File: config.mk
export PLATFORM = sky130hd
export DESIGN_NAME = dutmem_burst_ctrl
export DESIGN_NICKNAME = d
export VERILOG_FILES = /design/src/rtl/dutmem_burst_ctrl.sv
export SDC_FILE = /design/constraint.sdc
export NUM_CORES = 1
export LEC_CHECK = 0
export CORE_UTILIZATION = 30
export DETAILED_ROUTE_END_ITERATION = 16
export PLACE_DENSITY_LB_ADDON = 0.12
export SYNTH_ARGS = -nofsm -noshare
export SYNTH_HDL_FRONTEND = slang
export SYNTH_SLANG_ARGS = --single-unit
File: constraint.sdc
create_clock -name clk -period 3.54 [get_ports clk]
set_input_delay 0.531 -clock clk [delete_from_list [all_inputs] [get_ports clk]]
set_output_delay 0.531 -clock clk [all_outputs]
set_load 0.05 [all_outputs]
File: src/rtl/dutmem_burst_ctrl.sv
// Burst access controller sitting in front of a single-port synchronous RAM.
// Write bursts stream beats straight into the RAM; read bursts issue RAM
// reads only when the two-entry output buffer is guaranteed to have room for
// the returning word, so rd_ready backpressure never loses data and a
// consumer holding rd_ready high sees one beat per cycle.
module dutmem_burst_ctrl #(
    parameter int DWIDTH = 32,
    parameter int AWIDTH = 10,
    parameter int LWIDTH = 8
) (
    input  logic              clk,
    input  logic              rstn,
    // command channel
    input  logic              cmd_valid,
    output logic              cmd_ready,
    input  logic              cmd_we,
    input  logic [AWIDTH-1:0] cmd_addr,
    input  logic [LWIDTH-1:0] cmd_len,
    // write beat channel
    input  logic              wr_valid,
    output logic              wr_ready,
    input  logic [DWIDTH-1:0] wr_data,
    // read beat channel
    output logic              rd_valid,
    input  logic              rd_ready,
    output logic [DWIDTH-1:0] rd_data,
    output logic              rd_last,
    // status
    output logic              busy,
    // RAM side
    output logic              mem_ce,
    output logic              mem_we,
    output logic [AWIDTH-1:0] mem_addr,
    output logic [DWIDTH-1:0] mem_din,
    input  logic [DWIDTH-1:0] mem_dout
);

    typedef enum logic [1:0] {
        IDLE  = 2'd0,
        WRITE = 2'd1,
        READ  = 2'd2,
        DRAIN = 2'd3
    } state_t;

    state_t            state_q, state_d;
    logic [AWIDTH-1:0] cur_addr_q, cur_addr_d;
    logic [LWIDTH-1:0] remaining_q, remaining_d;

    // A RAM read was issued last cycle; its word is on mem_dout this cycle.
    logic              inflight_q, inflight_d;
    logic              inflight_last_q, inflight_last_d;

    // Output buffer bookkeeping: two entries addressed by one-bit pointers.
    logic              rd_ptr_q, rd_ptr_d;
    logic              wr_ptr_q, wr_ptr_d;
    logic [1:0]        count_q, count_d;

    logic [DWIDTH-1:0] entry_data [2];
    logic              entry_last [2];

    logic              pop;
    logic              capture;
    logic              issue;
    logic              wr_beat;
    logic [2:0]        occupancy;

    // Handshake qualifiers and the read issue condition.
    always_comb begin
        pop       = (count_q != 2'd0) && rd_ready;
        capture   = inflight_q;
        occupancy = {1'b0, count_q} + {2'b00, inflight_q};
        // A new read may go out only if, after this cycle's pop, the words
        // already buffered plus the one in flight leave a free slot.
        issue     = (state_q == READ) && (occupancy < (3'd2 + {2'b00, pop}));
        wr_beat   = (state_q == WRITE) && wr_valid;
    end

    // Channel and RAM outputs, all decoded from state and current inputs.
    always_comb begin
        cmd_ready = (state_q == IDLE);
        wr_ready  = (state_q == WRITE);
        mem_ce    = wr_beat || issue;
        mem_we    = wr_beat;
        mem_addr  = (wr_beat || issue) ? cur_addr_q : '0;
        mem_din   = wr_beat ? wr_data : '0;
        rd_valid  = (count_q != 2'd0);
        rd_data   = entry_data[rd_ptr_q];
        rd_last   = entry_last[rd_ptr_q];
        busy      = (state_q != IDLE) || (count_q != 2'd0);
    end

    // Next-state logic for the burst FSM, counters and buffer pointers.
    always_comb begin
        state_d         = state_q;
        cur_addr_d      = cur_addr_q;
        remaining_d     = remaining_q;
        inflight_d      = issue;
        inflight_last_d = issue && (remaining_q == '0);
        rd_ptr_d        = rd_ptr_q ^ pop;
        wr_ptr_d        = wr_ptr_q ^ capture;
        count_d         = count_q + {1'b0, capture} - {1'b0, pop};

        case (state_q)
            IDLE: begin
                if (cmd_valid) begin
                    cur_addr_d  = cmd_addr;
                    remaining_d = cmd_len;
                    state_d     = cmd_we ? WRITE : READ;
                end
            end
            WRITE: begin
                if (wr_valid) begin
                    cur_addr_d  = cur_addr_q + 1'b1;
                    remaining_d = remaining_q - 1'b1;
                    if (remaining_q == '0) begin
                        state_d = IDLE;
                    end
                end
            end
            READ: begin
                if (issue) begin
                    cur_addr_d  = cur_addr_q + 1'b1;
                    remaining_d = remaining_q - 1'b1;
                    if (remaining_q == '0) begin
                        state_d = DRAIN;
                    end
                end
            end
            DRAIN: begin
                // Done once nothing is in flight and the final pop empties
                // the buffer.
                if (!inflight_q && (count_d == 2'd0)) begin
                    state_d = IDLE;
                end
            end
            default: begin
                state_d = IDLE;
            end
        endcase
    end

    // State, counter and buffer-pointer registers.
    always_ff @(posedge clk or negedge rstn) begin
        if (!rstn) begin
            state_q         <= IDLE;
            cur_addr_q      <= '0;
            remaining_q     <= '0;
            inflight_q      <= 1'b0;
            inflight_last_q <= 1'b0;
            rd_ptr_q        <= 1'b0;
            wr_ptr_q        <= 1'b0;
            count_q         <= 2'd0;
        end else begin
            state_q         <= state_d;
            cur_addr_q      <= cur_addr_d;
            remaining_q     <= remaining_d;
            inflight_q      <= inflight_d;
            inflight_last_q <= inflight_last_d;
            rd_ptr_q        <= rd_ptr_d;
            wr_ptr_q        <= wr_ptr_d;
            count_q         <= count_d;
        end
    end

    // One storage slot per buffer entry; the returning RAM word lands in the
    // slot named by the write pointer together with its last-beat tag.
    for (genvar gi = 0; gi < 2; gi++) begin : g_entry
        localparam logic SLOT = 1'(gi);

        logic [DWIDTH-1:0] data_q;
        logic              last_q;

        // Capture the RAM word into this slot when it is the write target.
        always_ff @(posedge clk or negedge rstn) begin
            if (!rstn) begin
                data_q <= '0;
                last_q <= 1'b0;
            end else if (capture && (wr_ptr_q == SLOT)) begin
                data_q <= mem_dout;
                last_q <= inflight_last_q;
            end
        end

        assign entry_data[gi] = data_q;
        assign entry_last[gi] = last_q;
    end

endmodule

### Word-level counts from Yosys, hierarchy flattened

Index checks and enable logic that the tools add are counted.

| storage, ports and cells | value |
|---|---|
| register bits after elaboration | 92 |
| bits of input ports | 88 |

| cells by class | value |
|---|---|
| add/subtract/negate cells | 6 |
| order comparisons | 2 |
| equal/unequal tests | 9 |
| mux-type cells | 24 |
| bitwise operators | 4 |
| reduce and logical (&&, ||, !) cells | 18 |

Operator list:

| kind | count |
|---|---|
| $mux 32 | 4 |
| $mux 10 | 4 |
| $pmux 10 s3 | 1 |
| $mux 8 | 3 |
| $pmux 8 s3 | 1 |
| $mux 2 | 7 |
| $add 10x1->10 const B | 1 |
| $logic_not 8->1 | 1 |
| $ne 2x2->1 const B | 4 |
| $pmux 2 s4 | 1 |
| $sub 8x1->8 const B | 1 |
| $logic_and 1x1->1 | 7 |
| $reduce_and 6->1 | 1 |
| $eq 2x2->1 const B | 2 |
| $logic_not 2->1 | 2 |
| $ne 2x1->1 const B | 2 |
| $reduce_and 4->1 | 1 |
| $reduce_bool 2->1 | 2 |
| $add 2x1->3 | 1 |
| $add 2x1->3 const A | 1 |
| $lt 3x3->1 | 1 |
| $mux 1 | 3 |
| $reduce_bool 3->1 | 1 |
| $add 2x1->2 | 1 |
| other kinds (8) | 10 |

### Depth between registers and ports, before layout

Gate-level depths: netlist (run 1).

| logic depth | value |
|---|---|
| word-level depth | 7 |
| mapped depth | 10 |
| mapped depth without buffers | 10 |

### Least setup slack after synthesis (run 1)

No wires, ideal clock.

| timing | value |
|---|---|
| path type | register to output |
| from | register state_q[1] |
| to | output mem_addr[1] |
| arrival time | 2,625 ps |
| data required time | 3,009 ps |
| setup slack | 384 ps |
| stages on the path, launching flop included | 7 |
| path through | dfrtp_1 > inv_1 > ha_1 > and2_1 > nor2_1 > clkbuf_1 > nor2b_1 |

| on the way | value |
|---|---|
| cells in the longest elaborated chain, start to end | 4 |
| elaborated cells between the ends (all ways) | 6 |
| classes of those cells | 2 x eq/ne; 1 x mux; 3 x reduce/logical |

RTL lines:

| what | RTL line | RTL |
|---|---|---|
| start: declaration | 45 | `state_t state_q, state_d;` |
| start signal: assignment | 154 | `state_q <= state_d;` |
| $eq 2x1->1 | - |  |
| net wr_ready | 21 | `output logic wr_ready,` |
| $logic_and 1x1->1 | 75 | `wr_beat = (state_q == WRITE) && wr_valid;` |
| net mem_we | 32 | `output logic mem_we,` |
| $logic_or 1x1->1 | 84 | `mem_addr = (wr_beat \|\| issue) ? cur_addr_q : '0;` |
| $mux 10 | 84 |  |
| end: declaration | 33 | `output logic [AWIDTH-1:0] mem_addr,` |

The timed path passes the listed nets, and every way through them passes these cells.

### Worst setup path in the final report (run 1)

| timing | value |
|---|---|
| from | register count_q[0] |
| to | output mem_addr[2] |

| on the way | value |
|---|---|
| cells in the longest elaborated chain, start to end | 7 |
| elaborated cells between the ends (all ways) | 8 |
| classes of those cells | 2 x add/sub; 1 x order compare; 1 x mux; 4 x reduce/logical |

RTL lines:

| what | RTL line | RTL |
|---|---|---|
| start: declaration | 56 | `logic [1:0] count_q, count_d;` |
| start signal: assignment | 161 | `count_q <= count_d;` |
| $reduce_bool 2->1 | 69 | `pop = (count_q != 2'd0) && rd_ready;` |
| $logic_and 1x1->1 | 69 |  |
| $add 2x1->3 | 74 | `issue = (state_q == READ) && (occupancy < (3'd2 + {2'b00, pop}));` |
| $lt 3x3->1 (*) | 74 |  |
| $logic_and 1x1->1 (*) | 74 |  |
| net inflight_d | 50 | `logic inflight_q, inflight_d;` |
| $logic_or 1x1->1 (*) | 84 |  |
| $mux 10 (*) | 84 |  |

The timed path passes the listed nets; every way through them passes the cells marked *.

==> results.toml, run 1 <==
[floorplanning]
core_area_um2 = 15400
die-area_um2 = 16600
num_rows = 45
io_pins = 169
fp.dieH_um = 129
initial_core_util = 0.313
fp.dieW_um = 129

[power_and_ir_drop]
seqPwrFrac = 0.257
power_leakage_nw = 3.02
cellPowerDensity_nw_per_um2 = 1090
swShare = 0.458
clock_power_share = 0.135
p_int_mw = 4.14
comb_power_share = 0.608
power_mw = 7.65
irDropWorstVdd_mv = 0.523
p_sw_mw = 3.51

[setup_path]
crit_family = "simple AND/OR/NAND/NOR gates"
crit_path_start_kind = "flip-flop"
cpMaxStageDelayCell = "nor2_1"
crit_top_cell = "ha_1"
cp_max_fo = 11
crit_end = "mem_addr[2]"
worstReg2RegStart = "state_q[1]"
critPathLaunch = "count_q[0]"
path_cells = "ha_1 > ha_1 > o21ai_0 > and3b_1 > nor2_1 > nor2b_1 > buf_4"
arrival_ns = 2.55
rr_worst_depth = 8
critPathCaptureType = "primary output"
required_ns = 3.01
setup.worst_path.class = "reg2out"
reg2reg_to = "cur_addr_q[9]"
path_buf_inv = 1
r2r_setup_slack_ns = 1.11
cp.depth = 7
cpPeakStageDelay_ns = 0.64

[clock_network]
clk_latency_ns = 0.34
cts_buffer_depth = 2
cts_made_buffers = 9
cts_tree = "built"
postCtsSetupBuffers = 0
clock-sinks = 92
root_buffer = "clkbuf_16"
hold_buffers = 0
path_clk_slew_ns = 0.07
htree_levels = 3
ctsResizeCount = 0

[timing]
setup_tns_ns = 0
relSlewSlack = 0.356
slew_viol_final = 0
setup_ws_ns = 0.463
max_freq_mhz = 325
rsz0062_at_grt = "no"
fin_crit_ns = 3.08
min_period_over_period = 0.869
setup_viol = 0
skew_ns = 0.00816
finalHoldViolCount = 0
tightest_slew_ns = 0.965

[synth]
async_flop_share = 1.00
synth_area_per_cell_um2 = 11.7
ys.flop_type = "dfrtp_1"
syn_inst = 413
seq_area_frac_synth = 0.477
synth_edf_count = 0
ys_ff_latch = 92
syn_nets = 514
yosysWarnings = 0
synth_cell_types = 46
synth_area_um2 = 4820

[final_layout]
antennaDiodeCount = 0
final_nets = 674
design_area_um2 = 7020
drive_gt1_frac = 0.254
multi_input_area_um2 = 2350
fill_cells = 1470
register_area_um2 = 2300
area_growth_pct = 45.4
final_common_cell = "clkdlybuf4s50_1"
final_cell_mix = "clkdlybuf4s50_1, mux2_2, dfrtp_1"
instances_no_fill = 789

[drt]
firstDrtPassIters = 4
avgViaCountPerCell = 4.69
routed_wl_um = 12300
drc = 0
drt_iter0_drc = 82
drt.antenna.violating_nets = 0
vias = 3703
wl_per_cell_um = 15.6

[global_route]
grt_pass1_vias = 3857
overflow = 0
grt_max_degree = 76
grtUsageMet2 = 0.261
antenna_found_initial = 0
grt_use_met1 = 0.203
grt_util_met3 = 0.0457
grt_pass1_wl_um = 20200
top_usage_layer = "met2"
grt_util_all_layers = 0.158

[placed_design]
io_buffers = 168
dpl_cell_area_um2 = 6700
preCtsSetupSlack_ns = 0.471
gp_congestion = 0.795
dp.cells = 773
dp_hpwl_um = 8720

[min_path]
hp-class = "in2async"

[run]
drv_cap = 0

[run_status]
status = "finished, final reports clean"
[cell usage after synthesis, types with 2 or more instances]
| cell type | n | share of area |
|---|---|---|
| mux2_2 | 101 | 0.24 |
| dfrtp_1 | 92 | 0.48 |
| and3_1 | 36 | 0.047 |
| clkbuf_1 | 21 | 0.016 |
| nand2_1 | 19 | 0.015 |
| inv_1 | 17 | 0.013 |
| ha_1 | 13 | 0.034 |
| nor2_1 | 13 | 0.010 |
| o21ai_0 | 12 | 0.012 |
| nand3_1 | 10 | 0.010 |
| nor2b_1 | 10 | 0.013 |
| a21oi_1 | 7 | 0.0073 |
| nor3_1 | 7 | 0.0073 |
| a211o_1 | 5 | 0.0091 |
| o22ai_1 | 5 | 0.0065 |
| mux2i_1 | 3 | 0.0062 |
| o2bb2ai_1 | 3 | 0.0054 |
| xnor2_1 | 3 | 0.0054 |
| a2bb2oi_1 | 2 | 0.0036 |
| and4_1 | 2 | 0.0036 |
| and4b_1 | 2 | 0.0041 |
| buf_1 | 2 | 0.0016 |
| buf_6 | 2 | 0.0047 |
| nand2b_1 | 2 | 0.0026 |
| o32ai_1 | 2 | 0.0036 |
| or2_2 | 2 | 0.0026 |
[state kept, by name, summed over array words and instances, names as in the netlist]
name	flops
g_entry.data_q	64
cur_addr_q	10
remaining_q	8
count_q	2
g_entry.last_q	2
state_q	2
capture	1
inflight_last_q	1
rd_ptr_q	1
wr_ptr_q	1
[worst min-delay path by stage]
stage / end / slack [ns] / cells past startpoint
final: g_entry[0].data_q[4] / 0.33 / 1
after global routing: g_entry[0].data_q[4] / 0.41 / 1
after CTS: g_entry[0].data_q[4] / 0.38 / 1
after detailed placement: g_entry[1].data_q[16] / 0.49 / 1
after global placement: g_entry[1].data_q[9] / 0.48 / 1
after floorplan: capture / 0.24 / 0
[cell type report]
| cell class | count | area share |
|---|---|---|
| well taps | 211 | 0.0376 |
| inverters | 17 | 0.00910 |
| flip-flops and latches | 92 | 0.328 |
| clock buffers | 11 | 0.0332 |
| multi-input cells | 278 | 0.335 |
| repair buffers | 175 | 0.245 |
| clock inverters | 5 | 0.0121 |
[stage by stage]
step	hold WS, ns	util
2_1_floorplan	0.235	-
3_3_place_gp	0.483	0.434
3_5_place_dp	0.491	0.434
4_1_cts	0.378	0.455
5_1_grt	0.413	0.455
6_report	0.329	0.455
[power groups by stage]
stage | Clock (mW) | Combinational [mW] | Sequential [mW]
3_3_place_gp | 0 | 4.62 | 1.95
2_1_floorplan | 0 | 3.52 | 1.84
4_1_cts | 1.07 | 4.70 | 1.97
5_1_grt | 1.12 | 4.99 | 2.05
3_5_place_dp | 0 | 4.69 | 1.99
6_report | 1.04 | 4.65 | 1.97
[logic make-up after synthesis]
logic type / share of synthesized area
adder cells (fa/ha/maj): 0.0337
AO/OA/AOI/OAI: 0.0651
buffers and inverters: 0.0368
flip-flops: 0.477
AND/OR/NAND/NOR: 0.140
multiplexers: 0.242
XOR/XNOR: 0.00545
[routing by layer]
layer  routed length, um  vias up
met3                 525        8
met4                 119        0
li1                    -     1808
met5                   0        -
met2                6020       79
met1                5610     1808
(Power assumes the default switching activity.)
==> run 2: changes to the inputs <==
--- a/config.mk
+++ b/config.mk
@@ -6,6 +6,7 @@
 export NUM_CORES = 1
 export LEC_CHECK = 0
 export CORE_UTILIZATION = 30
+export CTS_BUF_LIST = sky130_fd_sc_hd__clkbuf_16
 export DETAILED_ROUTE_END_ITERATION = 16
 export PLACE_DENSITY_LB_ADDON = 0.12
 export SYNTH_ARGS = -nofsm -noshare
==> results.toml, run 2 (synthesis gave the netlist of run 1 again) <==
[setup_path]
r2r_setup_slack_ns = 1.11
crit_path_start_kind = "flip-flop"
setup.worst_path.class = "reg2out"
required_ns = 3.01
arrival_ns = 2.54
critPathCaptureType = "primary output"
cp_max_fo = 11

[placed_design]
gp_congestion = 0.795
io_buffers = 168
dp_hpwl_um = 8720
dpl_cell_area_um2 = 6700
dp.cells = 773

[global_route]
grt_util_met3 = 0.0457
grt_pass1_wl_um = 20200
top_usage_layer = "met2"
antenna_found_initial = 0
grtUsageMet2 = 0.261
grt_util_all_layers = 0.158
grt_max_degree = 76
grt_use_met1 = 0.203
grt_pass1_vias = 3857
overflow = 0

[final_layout]
largest_register_ffs = 64
drive_gt1_frac = 0.254
design_area_um2 = 7020
antennaDiodeCount = 0
final_nets = 674
final_cell_mix = "clkdlybuf4s50_1, mux2_2, dfrtp_1"
regMostFlops = "g_entry.data_q"
top_regs = "g_entry.data_q x64, cur_addr_q x10, remaining_q x8"
area_growth_pct = 45.4
instances_no_fill = 789
final_common_cell = "clkdlybuf4s50_1"

[drt]
routed_wl_um = 12300
wl_per_cell_um = 15.6
avgViaCountPerCell = 4.69
vias = 3702
firstDrtPassIters = 4
drc = 0
drt_iter0_drc = 82
drt.antenna.violating_nets = 0

[floorplanning]
fp.dieW_um = 129
initial_core_util = 0.313
io_pins = 169
die-area_um2 = 16600
num_rows = 45
core_area_um2 = 15400
fp.dieH_um = 129

[power_and_ir_drop]
p_int_mw = 4.14
seqPwrFrac = 0.257
comb_power_share = 0.608
irDropWorstVdd_mv = 0.523
clock_power_share = 0.135
p_sw_mw = 3.51
cellPowerDensity_nw_per_um2 = 1090
swShare = 0.459
power_leakage_nw = 3.02

[clock_network]
htree_levels = 3
ctsResizeCount = 0
cts_made_buffers = 9
clock-sinks = 92
postCtsSetupBuffers = 0
cts_tree = "built"
root_buffer = "clkbuf_16"
path_clk_slew_ns = 0.07
clk_latency_ns = 0.34
cts_buffer_depth = 2
hold_buffers = 0

[timing]
relSlewSlack = 0.356
min_period_over_period = 0.868
setup_tns_ns = 0
max_freq_mhz = 325
finalHoldViolCount = 0
slew_viol_final = 0
timing.hold.ws_ns = 0.329
skew_ns = 0.00816
fin_crit_ns = 3.07
rsz0062_at_grt = "no"
setup_viol = 0
tightest_slew_ns = 0.965

[run_status]
status = "finished, final reports clean"

[run]
drv_cap = 0

[min_path]
hp-class = "in2async"
run 2: cell count changes in the layout (fill, tap and decap cells not counted):
cell,delta
inv_1,+2
clkbuf_1,-2
run 2: through the flow:
step                      utilization  worst slack, ns  total power [mW]
after floorplan                     -            0.384              5.36
after global placement          0.434            0.527              6.57
after detailed placement        0.434            0.471              6.68
after CTS                       0.455            0.383              7.74
after global routing            0.455            0.258              8.16
final                           0.455            0.467              7.65
run 2: critical path: stages (launching register included):
cell	delay (ns)
dfrtp_1	0.42
ha_1	0.22
ha_1	0.30
o21ai_0	0.07
and3b_1	0.21
nor2_1	0.63
nor2b_1	0.12
buf_4	0.23
run 2: routing by layer:
metal,wire [um],vias to the layer above
li1,-,1808
met1,5610,1807
met4,119,0
met3,525,8
met2,6020,79
met5,0,-
run 2: path summary, 6_finish.rpt:
check,start,endpoint,cells after the start
hold / removal,rstn,g_entry[0].data_q[4],1
max in group asynchronous,rstn,remaining_q[3],2
hold reg to reg,g_entry[0].data_q[30],g_entry[0].data_q[30],1
min in group clk,g_entry[0].data_q[30],g_entry[0].data_q[30],1
setup / recovery,count_q[0],mem_addr[2],7
setup reg to reg,state_q[1],cur_addr_q[9],8
run 2: cell type report:
type	count	area, um2
flip-flops and latches	92	2300
well taps	211	264
clock buffers	9	225
multi-input cells	278	2350
repair buffers	175	1720
clock inverters	7	92.6
inverters	17	63.8
fillers	1470	8410
run 2: power groups by stage:
stage	registers [mW]	logic, mW	clock network [mW]
2_1_floorplan	1.84	3.52	0
3_3_place_gp	1.95	4.62	0
3_5_place_dp	1.99	4.69	0
4_1_cts	1.97	4.70	1.07
5_1_grt	2.05	4.99	1.11
6_report	1.97	4.65	1.03
